$ cat config.mk
export PLATFORM = sky130hd
export DESIGN_NAME = vending_machine_multi_flat
export DESIGN_NICKNAME = d
export VERILOG_FILES = /design/src/rtl/vending_machine_multi_if.sv /design/src/rtl/vending_machine_multi.sv /design/src/flat_wrapper.sv
export SDC_FILE = /design/constraint.sdc
export NUM_CORES = 1
export LEC_CHECK = 0
export ABC_AREA = 1
export CAP_MARGIN = 20
export CELL_PAD_IN_SITES_DETAIL_PLACEMENT = 0
export CELL_PAD_IN_SITES_GLOBAL_PLACEMENT = 2
export CORE_ASPECT_RATIO = 0.5
export CORE_MARGIN = 1
export CORE_UTILIZATION = 32
export CTS_CLUSTER_SIZE = 25
export DETAILED_ROUTE_END_ITERATION = 8
export PLACE_DENSITY_LB_ADDON = 0.1
export SLEW_MARGIN = 20
export SYNTH_ARGS = -nofsm -noshare
export SYNTH_HDL_FRONTEND = slang
export SYNTH_SLANG_ARGS = --single-unit
$ cat constraint.sdc
create_clock -name clk_i -period 3.1 [get_ports clk_i]
set_clock_uncertainty 0.05 [all_clocks]
set_input_delay 0.62 -clock clk_i [delete_from_list [all_inputs] [get_ports clk_i]]
set_output_delay 0.62 -clock clk_i [all_outputs]
set_load 0.05 [all_outputs]
$ cat src/rtl/vending_machine_multi_if.sv
// Coin-acceptor / dispenser-side signal bundle for the multi-item vending controller.
// The master drives coins and requests; the slave (controller) drives vend, change and status.
interface vending_machine_multi_if #(
   parameter int N_ITEMS  = 4,
   parameter int CREDIT_W = 8
);
   localparam int SEL_W = $clog2(N_ITEMS);

   logic                n;
   logic                d;
   logic                q;
   logic [SEL_W-1:0]    sel;
   logic                buy;
   logic                cancel;
   logic                restock;
   logic                vend;
   logic [SEL_W-1:0]    vend_item;
   logic                chg_d;
   logic                chg_n;
   logic                coin_reject;
   logic                busy;
   logic [CREDIT_W-1:0] credit;
   logic [N_ITEMS-1:0]  sold_out;

   modport master (
      output n, d, q, sel, buy, cancel, restock,
      input  vend, vend_item, chg_d, chg_n, coin_reject, busy, credit, sold_out
   );

   modport slave (
      input  n, d, q, sel, buy, cancel, restock,
      output vend, vend_item, chg_d, chg_n, coin_reject, busy, credit, sold_out
   );
endinterface

$ cat src/rtl/vending_machine_multi.sv
// Multi-item vending controller: credit in 5-cent units, per-item price and stock,
// one-coin-per-cycle change/refund. rs_i is the asynchronous active-low reset.
//
// state   | meaning
// COLLECT | accepting coins, buy and cancel requests
// VEND    | one-cycle dispense pulse for the latched item
// CHANGE  | paying out remaining credit, one dime or nickel per cycle
module vending_machine_multi #(
   parameter int                          N_ITEMS    = 4,
   parameter int                          CREDIT_W   = 8,
   parameter logic [N_ITEMS*CREDIT_W-1:0] PRICES     = {8'd8, 8'd6, 8'd5, 8'd4},
   parameter int                          MAX_CREDIT = 40,
   parameter int                          STOCK_W    = 4,
   parameter int                          STOCK_INIT = 8
) (
   input logic                    clk_i,
   input logic                    rs_i,
   vending_machine_multi_if.slave bus
);
   localparam int SEL_W = $clog2(N_ITEMS);

   typedef enum logic [1:0] {COLLECT, VEND, CHANGE} state_t;

   state_t              state_q, state_d;
   logic [CREDIT_W-1:0] credit_q, credit_d;
   logic [STOCK_W-1:0]  stock_q [N_ITEMS];
   logic [STOCK_W-1:0]  stock_d [N_ITEMS];
   logic [SEL_W-1:0]    item_q, item_d;
   logic                rej_q, rej_d;

   logic [CREDIT_W-1:0] price;
   logic [CREDIT_W:0]   coin_val;
   logic [CREDIT_W:0]   coin_sum;
   logic                sel_ok, coin_any, coin_multi, cancel_ok, buy_ok;

   always_comb begin
      sel_ok     = int'(bus.sel) < N_ITEMS;
      price      = sel_ok ? PRICES[int'(bus.sel)*CREDIT_W +: CREDIT_W] : '1;
      coin_any   = bus.n | bus.d | bus.q;
      coin_multi = (bus.n & bus.d) | (bus.n & bus.q) | (bus.d & bus.q);
      coin_val   = bus.n ? (CREDIT_W+1)'(1) : (bus.d ? (CREDIT_W+1)'(2) : (CREDIT_W+1)'(5));
      coin_sum   = {1'b0, credit_q} + coin_val;
      cancel_ok  = (state_q == COLLECT) && bus.cancel && (credit_q != '0);
      buy_ok     = (state_q == COLLECT) && !cancel_ok && bus.buy && sel_ok &&
                   (stock_q[bus.sel] != '0) && (credit_q >= price);
   end

   always_comb begin
      state_d  = state_q;
      credit_d = credit_q;
      stock_d  = stock_q;
      item_d   = item_q;
      rej_d    = 1'b0;
      case (state_q)
         COLLECT: begin
            if (cancel_ok) begin
               state_d = CHANGE;
            end else if (buy_ok) begin
               credit_d          = credit_q - price;
               stock_d[bus.sel]  = stock_q[bus.sel] - STOCK_W'(1);
               item_d            = bus.sel;
               state_d           = VEND;
            end
            // a coin only lands when no request was accepted and the ceiling holds
            if (coin_any) begin
               if (cancel_ok || buy_ok || (coin_sum > (CREDIT_W+1)'(MAX_CREDIT)))
                  rej_d = 1'b1;
               else
                  credit_d = coin_sum[CREDIT_W-1:0];
            end
            if (coin_multi)
               rej_d = 1'b1;
         end
         VEND: begin
            rej_d   = coin_any;
            state_d = (credit_q != '0) ? CHANGE : COLLECT;
         end
         CHANGE: begin
            rej_d    = coin_any;
            credit_d = (credit_q >= CREDIT_W'(2)) ? credit_q - CREDIT_W'(2) : '0;
            if (credit_q <= CREDIT_W'(2))
               state_d = COLLECT;
         end
         default: state_d = COLLECT;
      endcase
      if (bus.restock) begin
         for (int i = 0; i < N_ITEMS; i++)
            stock_d[i] = STOCK_W'(STOCK_INIT);
      end
   end

   always_ff @(posedge clk_i or negedge rs_i) begin
      if (!rs_i) begin
         state_q  <= COLLECT;
         credit_q <= '0;
         item_q   <= '0;
         rej_q    <= 1'b0;
         for (int i = 0; i < N_ITEMS; i++)
            stock_q[i] <= STOCK_W'(STOCK_INIT);
      end else begin
         state_q  <= state_d;
         credit_q <= credit_d;
         item_q   <= item_d;
         rej_q    <= rej_d;
         stock_q  <= stock_d;
      end
   end

   assign bus.vend        = (state_q == VEND);
   assign bus.vend_item   = (state_q == VEND) ? item_q : '0;
   assign bus.chg_d       = (state_q == CHANGE) && (credit_q >= CREDIT_W'(2));
   assign bus.chg_n       = (state_q == CHANGE) && (credit_q == CREDIT_W'(1));
   assign bus.busy        = (state_q != COLLECT);
   assign bus.coin_reject = rej_q;
   assign bus.credit      = credit_q;

   always_comb begin
      for (int i = 0; i < N_ITEMS; i++)
         bus.sold_out[i] = (stock_q[i] == '0);
   end
endmodule

$ cat src/flat_wrapper.sv
// flat-port wrapper written by rule: the top's interface ports become plain ports
module vending_machine_multi_flat 
#(
   parameter int                          N_ITEMS    = 4,
   parameter int                          CREDIT_W   = 8,
   parameter logic [N_ITEMS*CREDIT_W-1:0] PRICES     = {8'd8, 8'd6, 8'd5, 8'd4},
   parameter int                          MAX_CREDIT = 40,
   parameter int                          STOCK_W    = 4,
   parameter int                          STOCK_INIT = 8
)
  (clk_i, rs_i, bus_n, bus_d, bus_q, bus_sel, bus_buy, bus_cancel, bus_restock, bus_vend, bus_vend_item, bus_chg_d, bus_chg_n, bus_coin_reject, bus_busy, bus_credit, bus_sold_out);
  vending_machine_multi_if #(.N_ITEMS(N_ITEMS), .CREDIT_W(CREDIT_W)) bus_i ();
  input logic clk_i;
  input logic rs_i;
  input wire logic [$bits(bus_i.n)-1:0] bus_n;
  input wire logic [$bits(bus_i.d)-1:0] bus_d;
  input wire logic [$bits(bus_i.q)-1:0] bus_q;
  input wire logic [$bits(bus_i.sel)-1:0] bus_sel;
  input wire logic [$bits(bus_i.buy)-1:0] bus_buy;
  input wire logic [$bits(bus_i.cancel)-1:0] bus_cancel;
  input wire logic [$bits(bus_i.restock)-1:0] bus_restock;
  output wire logic [$bits(bus_i.vend)-1:0] bus_vend;
  output wire logic [$bits(bus_i.vend_item)-1:0] bus_vend_item;
  output wire logic [$bits(bus_i.chg_d)-1:0] bus_chg_d;
  output wire logic [$bits(bus_i.chg_n)-1:0] bus_chg_n;
  output wire logic [$bits(bus_i.coin_reject)-1:0] bus_coin_reject;
  output wire logic [$bits(bus_i.busy)-1:0] bus_busy;
  output wire logic [$bits(bus_i.credit)-1:0] bus_credit;
  output wire logic [$bits(bus_i.sold_out)-1:0] bus_sold_out;
  assign bus_i.n = bus_n;
  assign bus_i.d = bus_d;
  assign bus_i.q = bus_q;
  assign bus_i.sel = bus_sel;
  assign bus_i.buy = bus_buy;
  assign bus_i.cancel = bus_cancel;
  assign bus_i.restock = bus_restock;
  assign bus_vend = bus_i.vend;
  assign bus_vend_item = bus_i.vend_item;
  assign bus_chg_d = bus_i.chg_d;
  assign bus_chg_n = bus_i.chg_n;
  assign bus_coin_reject = bus_i.coin_reject;
  assign bus_busy = bus_i.busy;
  assign bus_credit = bus_i.credit;
  assign bus_sold_out = bus_i.sold_out;
  vending_machine_multi #(.N_ITEMS(N_ITEMS), .CREDIT_W(CREDIT_W), .PRICES(PRICES), .MAX_CREDIT(MAX_CREDIT), .STOCK_W(STOCK_W), .STOCK_INIT(STOCK_INIT)) u_core (.clk_i(clk_i), .rs_i(rs_i), .bus(bus_i));
endmodule
After elaboration in Yosys (flattened, before gate mapping). Index checks and enable logic that the tools add are counted.

Register bits: 29. Input port bits: 10. Output and inout port bits: 19.

Add/sub/neg operators: 4. Order comparisons: 6. Equality and inequality tests: 6. Shift operators: 1. Multiplexer cells: 28. Bitwise gates (word level): 9. Reductions and logical operators: 27.

Operators with widths (count): $mux 16 (4); $mux 8 (5); $shiftx 32x6->8 const A (1); $bwmux 16 (1); $logic_not 4->1 (4); $pmux 8 s2 (1); $mux 4 (3); $mux 2 (5); $add 8x9->9 (1); $gt 9x6->1 const B (1); $logic_and 1x1->1 (9); $mux 9 (1); $bmux 4 s2 (1); $demux 4 s2 (1); $eq 8x1->1 const B (1); $ge 8x2->1 const B (1); $ge 8x8->1 (1); $le 8x2->1 const B (1); $reduce_bool 2->1 (4); $reduce_bool 8->1 (1); $sub 8x2->8 const B (1); $sub 8x8->8 (1); $pmux 2 s3 (1); $reduce_and 3->1 (2); other kinds (21) (29).

Logic depth before layout (Yosys ltp). Gate-level depths: netlist of run 1.

Depth after elaboration: 14. Depth in mapped cells: 17. Depth with buffers taken out: 17.

Worst setup path after synthesis of run 1. No wires, ideal clock.

Kind: reg2out. Start point: register u_core.credit_q[3], in the netlist u_core.bus.credit[3]. End point: output bus_chg_n. Arrival: 2.565 ns. Data required time: 2.430 ns. Slack: -0.135 ns. Stages on the path, launching flop included: 6. Buffers on the path: 0. Cells stage by stage: dfrtp_1 -> nor2_2 -> inv_1 -> nor2_1 -> inv_1 -> nor4_1.

Cells in the longest elaborated chain, start to end: 2.

RTL lines: start, declared (line vending_machine_multi.sv:25) `logic [CREDIT_W-1:0] credit_q, credit_d;`; start signal, assigned (line vending_machine_multi.sv:102) `credit_q <= credit_d;`; $eq 8x1->1 (line vending_machine_multi.sv:112) `assign bus.chg_n = (state_q == CHANGE) && (credit_q == CREDIT_W'(1));`; $logic_and 1x1->1 (line vending_machine_multi.sv:112); end, declared (line flat_wrapper.sv:25) `output wire logic [$bits(bus_i.chg_n)-1:0] bus_chg_n;`.

No other way between the ends.

Worst setup path after layout of run 1.
Start point: input bus_d. End point: register u_core.credit_q[2], in the netlist u_core.bus.credit[2].

Cells in the longest elaborated chain, start to end: 8. Elaborated cells on any way between the ends: 10. Those cells by class: 1 x add/sub; 1 x order compare; 5 x mux; 2 x bitwise; 1 x reduce/logical.

RTL lines: start, declared (line flat_wrapper.sv:16) `input wire logic [$bits(bus_i.d)-1:0] bus_d;`; $mux 3 (line vending_machine_multi.sv:41) `coin_val = bus.n ? (CREDIT_W+1)'(1) : (bus.d ? (CREDIT_W+1)'(2) : (CREDIT_W+1)'(5));`; $mux 9 (line vending_machine_multi.sv:41); $add 8x9->9 (line vending_machine_multi.sv:42) `coin_sum = {1'b0, credit_q} + coin_val;`; $gt 9x6->1 (line vending_machine_multi.sv:66) `if (cancel_ok || buy_ok || (coin_sum > (CREDIT_W+1)'(MAX_CREDIT)))`; $logic_or 1x1->1 (line vending_machine_multi.sv:66); $mux 8 (line vending_machine_multi.sv:66); $mux 8 * (line vending_machine_multi.sv:65) `if (coin_any) begin`; $pmux 8 s2 * (line vending_machine_multi.sv:54) `case (state_q)`.

Mark *: on every way between the ends. The rest lies on a longest branch, timed or not. A chain may end at the register's enable or synchronous reset.

==> flow_metrics.py, run 1 <==
metrics = {
    "setup_path": {
        "cp_max_fo": 4,
        "criticalPathCategory": "in -> reg",
        "critPathMaxStageDelay_ns": 0.50,
        "cp-start-kind": "primary input",
        "rr_startpoint": "u_core.bus.credit[0]",
        "rrSetupSlack_ns": 0.64,
        "rr_worst_depth": 12,
        "critPathCaptureType": "flip-flop",
        "endpoint": "u_core.bus.credit[2]",
        "slowest_stage": "clkdlybuf4s50_1",
        "crit_start": "bus_d",
        "arrival_ns": 3.04,
        "path_buf_inv": 6,
        "rr_endpoint": "u_core.stock_q[9]",
        "path_common_cell": "inv_1",
        "cp.depth": 17,
        "required_ns": 3.26,
        "critPathTopFamily": "buffers and inverters",
        "crit_path_cell_trace": "clkdlybuf4s50_1 -> inv_1 -> nor2_1 -> inv_1 -> ha_1 -> inv_1 -> fa_2 -> inv_1 -> nor2_1 -> nand2_1 -> nand3_1 -> a21oi_2 -> nor2_4 -> buf_4 -> nand4_1 -> nand3_1 -> a21oi_2",
    },
    "final_layout": {
        "fillers": 860,
        "nets": 482,
        "final_cell_mix": "nand2_1 (94), inv_1 (52), buf_4 (42), nor2_1 (38), nand3_1 (35)",
        "synthToLayoutAreaGrowth_pct": 32.8,
        "layout_commonest_cell": "nand2_1",
        "n_antenna_cell": 0,
        "drive_above_1_share_pct": 21.5,
    },
    "sta": {
        "setup_viol": 0,
        "final_hold_viol_count": 0,
        "tightest_slew_ns": 0.597,
        "max_freq_mhz": 347,
        "finalCritPeriodShare_pct": 93.1,
        "slew_headroom_pct": 60.2,
        "layout_min_cycle_time_ns": 2.89,
        "fin_ws_ns": 0.215,
        "slew_violations": 0,
    },
    "logic_synthesis": {
        "synth_top_cell_by_area": "dfrtp_1",
        "synth_nets": 412,
        "yosysSeqAreaShare_pct": 27.5,
        "syn_inst": 386,
        "netlist.area_leader.share_pct": 23.5,
        "yosysWarnings": 0,
        "synth-seq-cells": 29,
        "synthesis.area_sq_um": 2660,
        "avgSynthCellArea_sq_um": 6.89,
        "synthTopCellsByArea": "dfrtp_1 (24%), nand2_1 (13%), inv_1 (7.3%)",
        "ys_types": 41,
    },
    "power_and_ir_drop": {
        "power_w": 0.00363,
        "max-vdd-ir-drop_mv": 0.395,
        "p_leak_nw": 1.77,
        "power_density_nw_per_um2": 1030,
    },
    "clock_network": {
        "cts_num_sinks": 29,
        "cts_tree": "built",
        "cts-root-buf": "clkbuf_16",
        "cts_buffers": 5,
        "clk_latency_ns": 0.28,
        "cts_buffer_depth": 2,
        "cts.clk_slew.worst_paths_ns": 0.05,
        "cts.htree.levels": 2,
        "ctsHoldBuffers": 0,
    },
    "grt": {
        "grt_pass1_vias": 2546,
        "grt_start_max_net_pins": 30,
        "grt_pass1_wl_mm": 12.6,
        "grt_antenna_before_repair": 0,
        "grt_overflow": 0,
        "track_usage_pct": 19.4,
    },
    "placement": {
        "io_buffers": 28,
        "gp_congestion": 0.850,
        "dp.final_hpwl_mm": 6.08,
        "pre_cts_ws_ns": -0.168,
    },
    "floorplanning": {
        "num_rows": 23,
        "die-area_sq_um": 8700,
        "io_pins": 29,
        "initial_core_util_pct": 33.1,
        "die_y_um": 66.5,
        "core_sq_um": 8030,
        "dieWidth_um": 131,
    },
    "detailed_routing": {
        "drt-total-wl_mm": 7.57,
        "drt_pass1_iterations": 4,
        "vias_per_cell": 4.62,
        "routed-via-count": 2623,
        "postRouteAntennaNets": 0,
        "drt_iter0_markers": 96,
        "drc": 0,
        "wl_per_cell_um": 13.3,
    },
    "hold_path": {
        "hold_path.class": "reg -> reg",
    },
    "status": {
        "outcome": "completed",
    },
    "run": {
        "maxCapViolCount": 0,
    },
}
sequential cells by signal, summed over array words and instances, names as in the netlist:
name	count
u_core.bus.coin_reject	1
u_core.bus.credit	8
u_core.stock_q	16
u_core.item_q	2
u_core.state_q	2
through the flow:
stage	cells	TNS (ns)	utilization [%]	hold slack (ns)	cell area [sq um]
after floorplan	386	0	-	0.274	2670
after global placement	558	-1.29	41.6	0.419	3340
after detailed placement	558	-2.33	41.6	0.430	3340
after CTS	565	0	43.6	0.444	3500
after global routing	568	-0.00181	44.0	0.488	3530
final	568	0	44.0	0.442	3530
Yosys cell counts:
cell      count
a21oi_1      14
a21oi_2       5
a22oi_1       1
a41oi_1       1
and3_1        1
buf_1         1
buf_2         1
buf_4         1
buf_6         4
clkinv_1      2
dfrtp_1      25
dfstp_2       4
fa_1          2
ha_1         14
inv_1        52
inv_2         3
inv_4         1
nand2_1      94
nand2_2       9
nand2_4       1
nand3_1      35
nand3_2       1
nand3_4       2
nand4_1      10
nor2_1       38
nor2_2        7
nor2_4        4
nor2_8        1
nor3_1        2
nor3_2        2
nor4_1        5
o211ai_1      2
o21ai_0      19
o21ai_1       4
o21ai_2       1
o21ai_4       1
o22ai_1       4
o31ai_1       1
or2_2         2
xnor2_1       1
xor2_1        8
what timing repair did:
item | CTS | global route
setup buffers | 0 | 3
endpoints found under the setup margin | 0 | 16
hold endpoints to repair | 0 | 0
resized for setup | 0 | 5
worst min-delay path by stage:
| stage | to | cells after the start | startpoint | slack [ns] |
|---|---|---|---|---|
| finish | u_core.item_q[1] | 2 | u_core.item_q[1] | 0.44 |
| global route | u_core.item_q[1] | 2 | u_core.item_q[1] | 0.49 |
| CTS | u_core.item_q[0] | 2 | u_core.item_q[0] | 0.44 |
| detailed placement | u_core.item_q[0] | 2 | u_core.item_q[0] | 0.43 |
| global placement | u_core.item_q[0] | 2 | u_core.item_q[0] | 0.42 |
| floorplan | u_core.bus.coin_reject | 0 | rs_i | 0.27 |
kinds of logic (layout without fill, tap and decap cells):
family	after synthesis	count (layout)	synth area share, %
compound gates	53	53	12.0
xor+xnor	9	9	2.96
fa+ha+maj	16	16	8.09
buf+inv	65	135	10.6
flops	29	29	27.5
simple gates	214	214	38.9
routing by layer:
layer,part of all wire (%),wire (um),GRT usage (%),up-vias
met5,0,0,0,-
met1,52,3940,26.6,1189
met2,43,3260,31.8,37
met3,4.2,318,3.69,7
li1,-,-,-,1390
met4,0.74,56,3.45,0
layout make-up:
type                       count  area (sq um)  area share, %
clock buffer                   5           125           3.54
sequential                    29           731           20.7
inverter                      58           220           6.24
clock inverter                 2          35.0          0.992
timing repair buffer          70           621           17.6
tap                          112           140           3.97
multi-input combinational    292          1660           47.0
worst min-delay path, cell delays in order (launching register included):
cell,delay [ns]
dfrtp_1,0.35
nand2_1,0.05
o21ai_0,0.06
where the power goes:
part | leakage (nW) | switching (W) | internal [W] | total [W]
logic | 1.33 | 0.00147 | 0.000926 | 0.00240
clock network | 0.0797 | 0.000173 | 0.000372 | 0.000545
registers | 0.367 | 0.000186 | 0.000497 | 0.000683
total | 1.77 | 0.00183 | 0.00180 | 0.00363
Power figures use the tool's default switching activity.
==> inputs of run 2 (changes only) <==
- SLEW_MARGIN: 20 -> unset
==> results of run 2 <==
The final DEF is identical to that of run 1; final timing and power are the same.
==> inputs of run 3 (changes only) <==
- ABC_CLOCK_PERIOD_IN_PS: unset -> 3100
- CTS_CLUSTER_DIAMETER: unset -> 40
- SETUP_SLACK_MARGIN: unset -> 0.4
==> run 3 against run 2 <==
Net effect: first-iteration DRC count grew 13%; cell area is essentially flat; global-route usage shrank 0.19 points; sequential power shrank 0.6%; critical path depth shrank 15; highest routed layer unchanged; count of clock-buffer cells in the layout grew 1.
==> flow_metrics.py, run 3 (synthesis gave the netlist of run 1 again) <==
metrics = {
    "setup_path": {
        "critPathMaxStageDelay_ns": 0.87,
        "required_ns": 2.43,
        "critPathCaptureType": "output pin",
        "crit_path_cell_trace": "nor4_1 -> clkdlybuf4s50_1",
        "criticalPathCategory": "reg -> out",
        "cp_max_fo": 3,
        "arrival_ns": 1.89,
        "slowest_stage": "clkdlybuf4s50_1",
        "critPathTopFamily": "buffers and inverters",
        "path_buf_inv": 1,
        "cp-start-kind": "flip-flop",
    },
    "grt": {
        "track_usage_pct": 19.2,
        "grt_pass1_vias": 2520,
        "grt_overflow": 0,
        "grt_start_max_net_pins": 30,
        "grt_pass1_wl_mm": 12.5,
        "grt_antenna_before_repair": 0,
    },
    "hold_path": {
        "hold_path.class": "reg -> reg",
    },
    "sta": {
        "slew_headroom_pct": 62.1,
        "fin_ws_ns": 0.544,
        "max_freq_mhz": 391,
        "layout_min_cycle_time_ns": 2.56,
        "fin_tns_setup_ns": 0,
        "final_hold_viol_count": 0,
        "tightest_slew_ns": 0.569,
        "grt_setup_unrepaired": "false",
        "finalCritPeriodShare_pct": 82.5,
        "slew_violations": 0,
        "setup_viol": 0,
    },
    "floorplanning": {
        "num_rows": 23,
        "io_pins": 29,
        "initial_core_util_pct": 33.1,
        "core_sq_um": 8030,
        "die_y_um": 66.5,
        "dieWidth_um": 131,
        "die-area_sq_um": 8700,
    },
    "final_layout": {
        "nets": 478,
        "drive_above_1_share_pct": 23.8,
        "largest_reg_flops": 16,
        "final_cell_mix": "nand2_1 (91), inv_1 (51), nor2_1 (38), buf_4 (38), nand3_1 (34)",
        "n_antenna_cell": 0,
        "finalInstanceArea_sq_um": 3530,
        "regMostFlops": "u_core.stock_q",
        "fillers": 831,
        "layout_commonest_cell": "nand2_1",
        "synthToLayoutAreaGrowth_pct": 32.9,
    },
    "clock_network": {
        "cts_tree": "built",
        "cts_num_sinks": 29,
        "clk_latency_ns": 0.28,
        "cts-root-buf": "clkbuf_16",
        "cts.clk_slew.worst_paths_ns": 0.05,
        "cts_buffers": 5,
        "cts.htree.levels": 2,
        "cts_buffer_depth": 2,
    },
    "detailed_routing": {
        "drt-total-wl_mm": 7.55,
        "drt_iter0_markers": 108,
        "drc": 0,
        "vias_per_cell": 4.67,
        "postRouteAntennaNets": 0,
        "wl_per_cell_um": 13.4,
        "routed-via-count": 2640,
        "drt_pass1_iterations": 4,
    },
    "placement": {
        "io_buffers": 28,
        "post_dp_cell_area_sq_um": 3300,
        "dp.final_hpwl_mm": 6.13,
        "gp_congestion": 0.781,
        "pre_cts_ws_ns": -0.142,
    },
    "status": {
        "outcome": "completed",
    },
    "power_and_ir_drop": {
        "clkPwrFrac_pct": 15.9,
        "cell_internal_pwr_w": 0.00181,
        "combPwrFrac_pct": 65.6,
        "max-vdd-ir-drop_mv": 0.350,
        "power_density_nw_per_um2": 1040,
        "p_switching_w": 0.00186,
        "p_leak_nw": 1.79,
        "switching_share_pct": 50.7,
        "seqPwrFrac_pct": 18.5,
    },
    "run": {
        "maxCapViolCount": 0,
    },
}
-- run 3: cell types whose count changed in the layout (fill, tap and decap cells not counted), moves of 3 or more --
cell / before / now
buf_4: 42 / 38
clkbuf_2: 0 / 4
clkdlybuf4s50_1: 24 / 19
nand2_2: 9 / 12
nand2_1: 94 / 91
-- run 3: worst register-to-register path, delay by kind of cell (launching register included) --
| kind | cells | cell delay (ns) |
|---|---|---|
| AO/OA/AOI/OAI | 3 | 0.32 |
| adder cells (fa/ha/maj) | 2 | 0.61 |
| buffers and inverters | 3 | 0.45 |
| flip-flops | 1 | 0.45 |
| AND/OR/NAND/NOR | 6 | 0.49 |
-- run 3: worst paths after layout --
check	start	end	slack [ns]	cells after the start
max	u_core.stock_q[5]	bus_sold_out[2]	0.54	2
min	u_core.item_q[0]	u_core.item_q[0]	0.44	2
max reg2reg	u_core.bus.credit[0]	u_core.bus.credit[0]	0.68	14
min reg2reg	u_core.item_q[0]	u_core.item_q[0]	0.44	2
max in group asynchronous	rs_i	u_core.stock_q[7]	1.98	2
min in group asynchronous	rs_i	u_core.stock_q[1]	0.68	2
-- run 3: repair_timing --
item | CTS | global route
gates resized for setup | 8 | 19
pin swaps | 4 | 10
setup buffers | 0 | 4
setup endpoints to repair | 25 | 26
hold buffers | 0 | 0
-- run 3: metrics by stage --
step                      total power, W  std cells  util, %  hold WS, ns
after floorplan                  0.00229        386        -        0.274
after global placement           0.00301        553     41.1        0.419
after detailed placement         0.00302        553     41.1        0.435
after CTS                        0.00364        561     43.4        0.449
after global routing             0.00399        565     44.0        0.484
final                            0.00367        565     44.0        0.438
-- run 3: final cells by class --
type / count / area, sq um / share of cell area (%)
multi-input combinational: 292 / 1690 / 47.9
inverter: 58 / 220 / 6.23
timing repair buffer: 66 / 573 / 16.2
tap: 112 / 140 / 3.97
clock buffer: 6 / 139 / 3.93
sequential: 29 / 731 / 20.7
clock inverter: 2 / 37.5 / 1.06
-- run 3: layer usage --
layer | wire length (um) | global-route usage [%]
met1 | 3980 | 26.0
met2 | 3240 | 31.3
met3 | 261 | 3.69
met4 | 68 | 4.60
met5 | 0 | 0
-- run 3: power groups by stage --
stage                     sequential [W]  combinational, W  clock, W
after floorplan                 0.000799           0.00149         0
after global placement          0.000680           0.00233         0
after detailed placement        0.000689           0.00234         0
after CTS                       0.000681           0.00236  0.000596
after global routing            0.000701           0.00267  0.000615
final                           0.000679           0.00241  0.000585
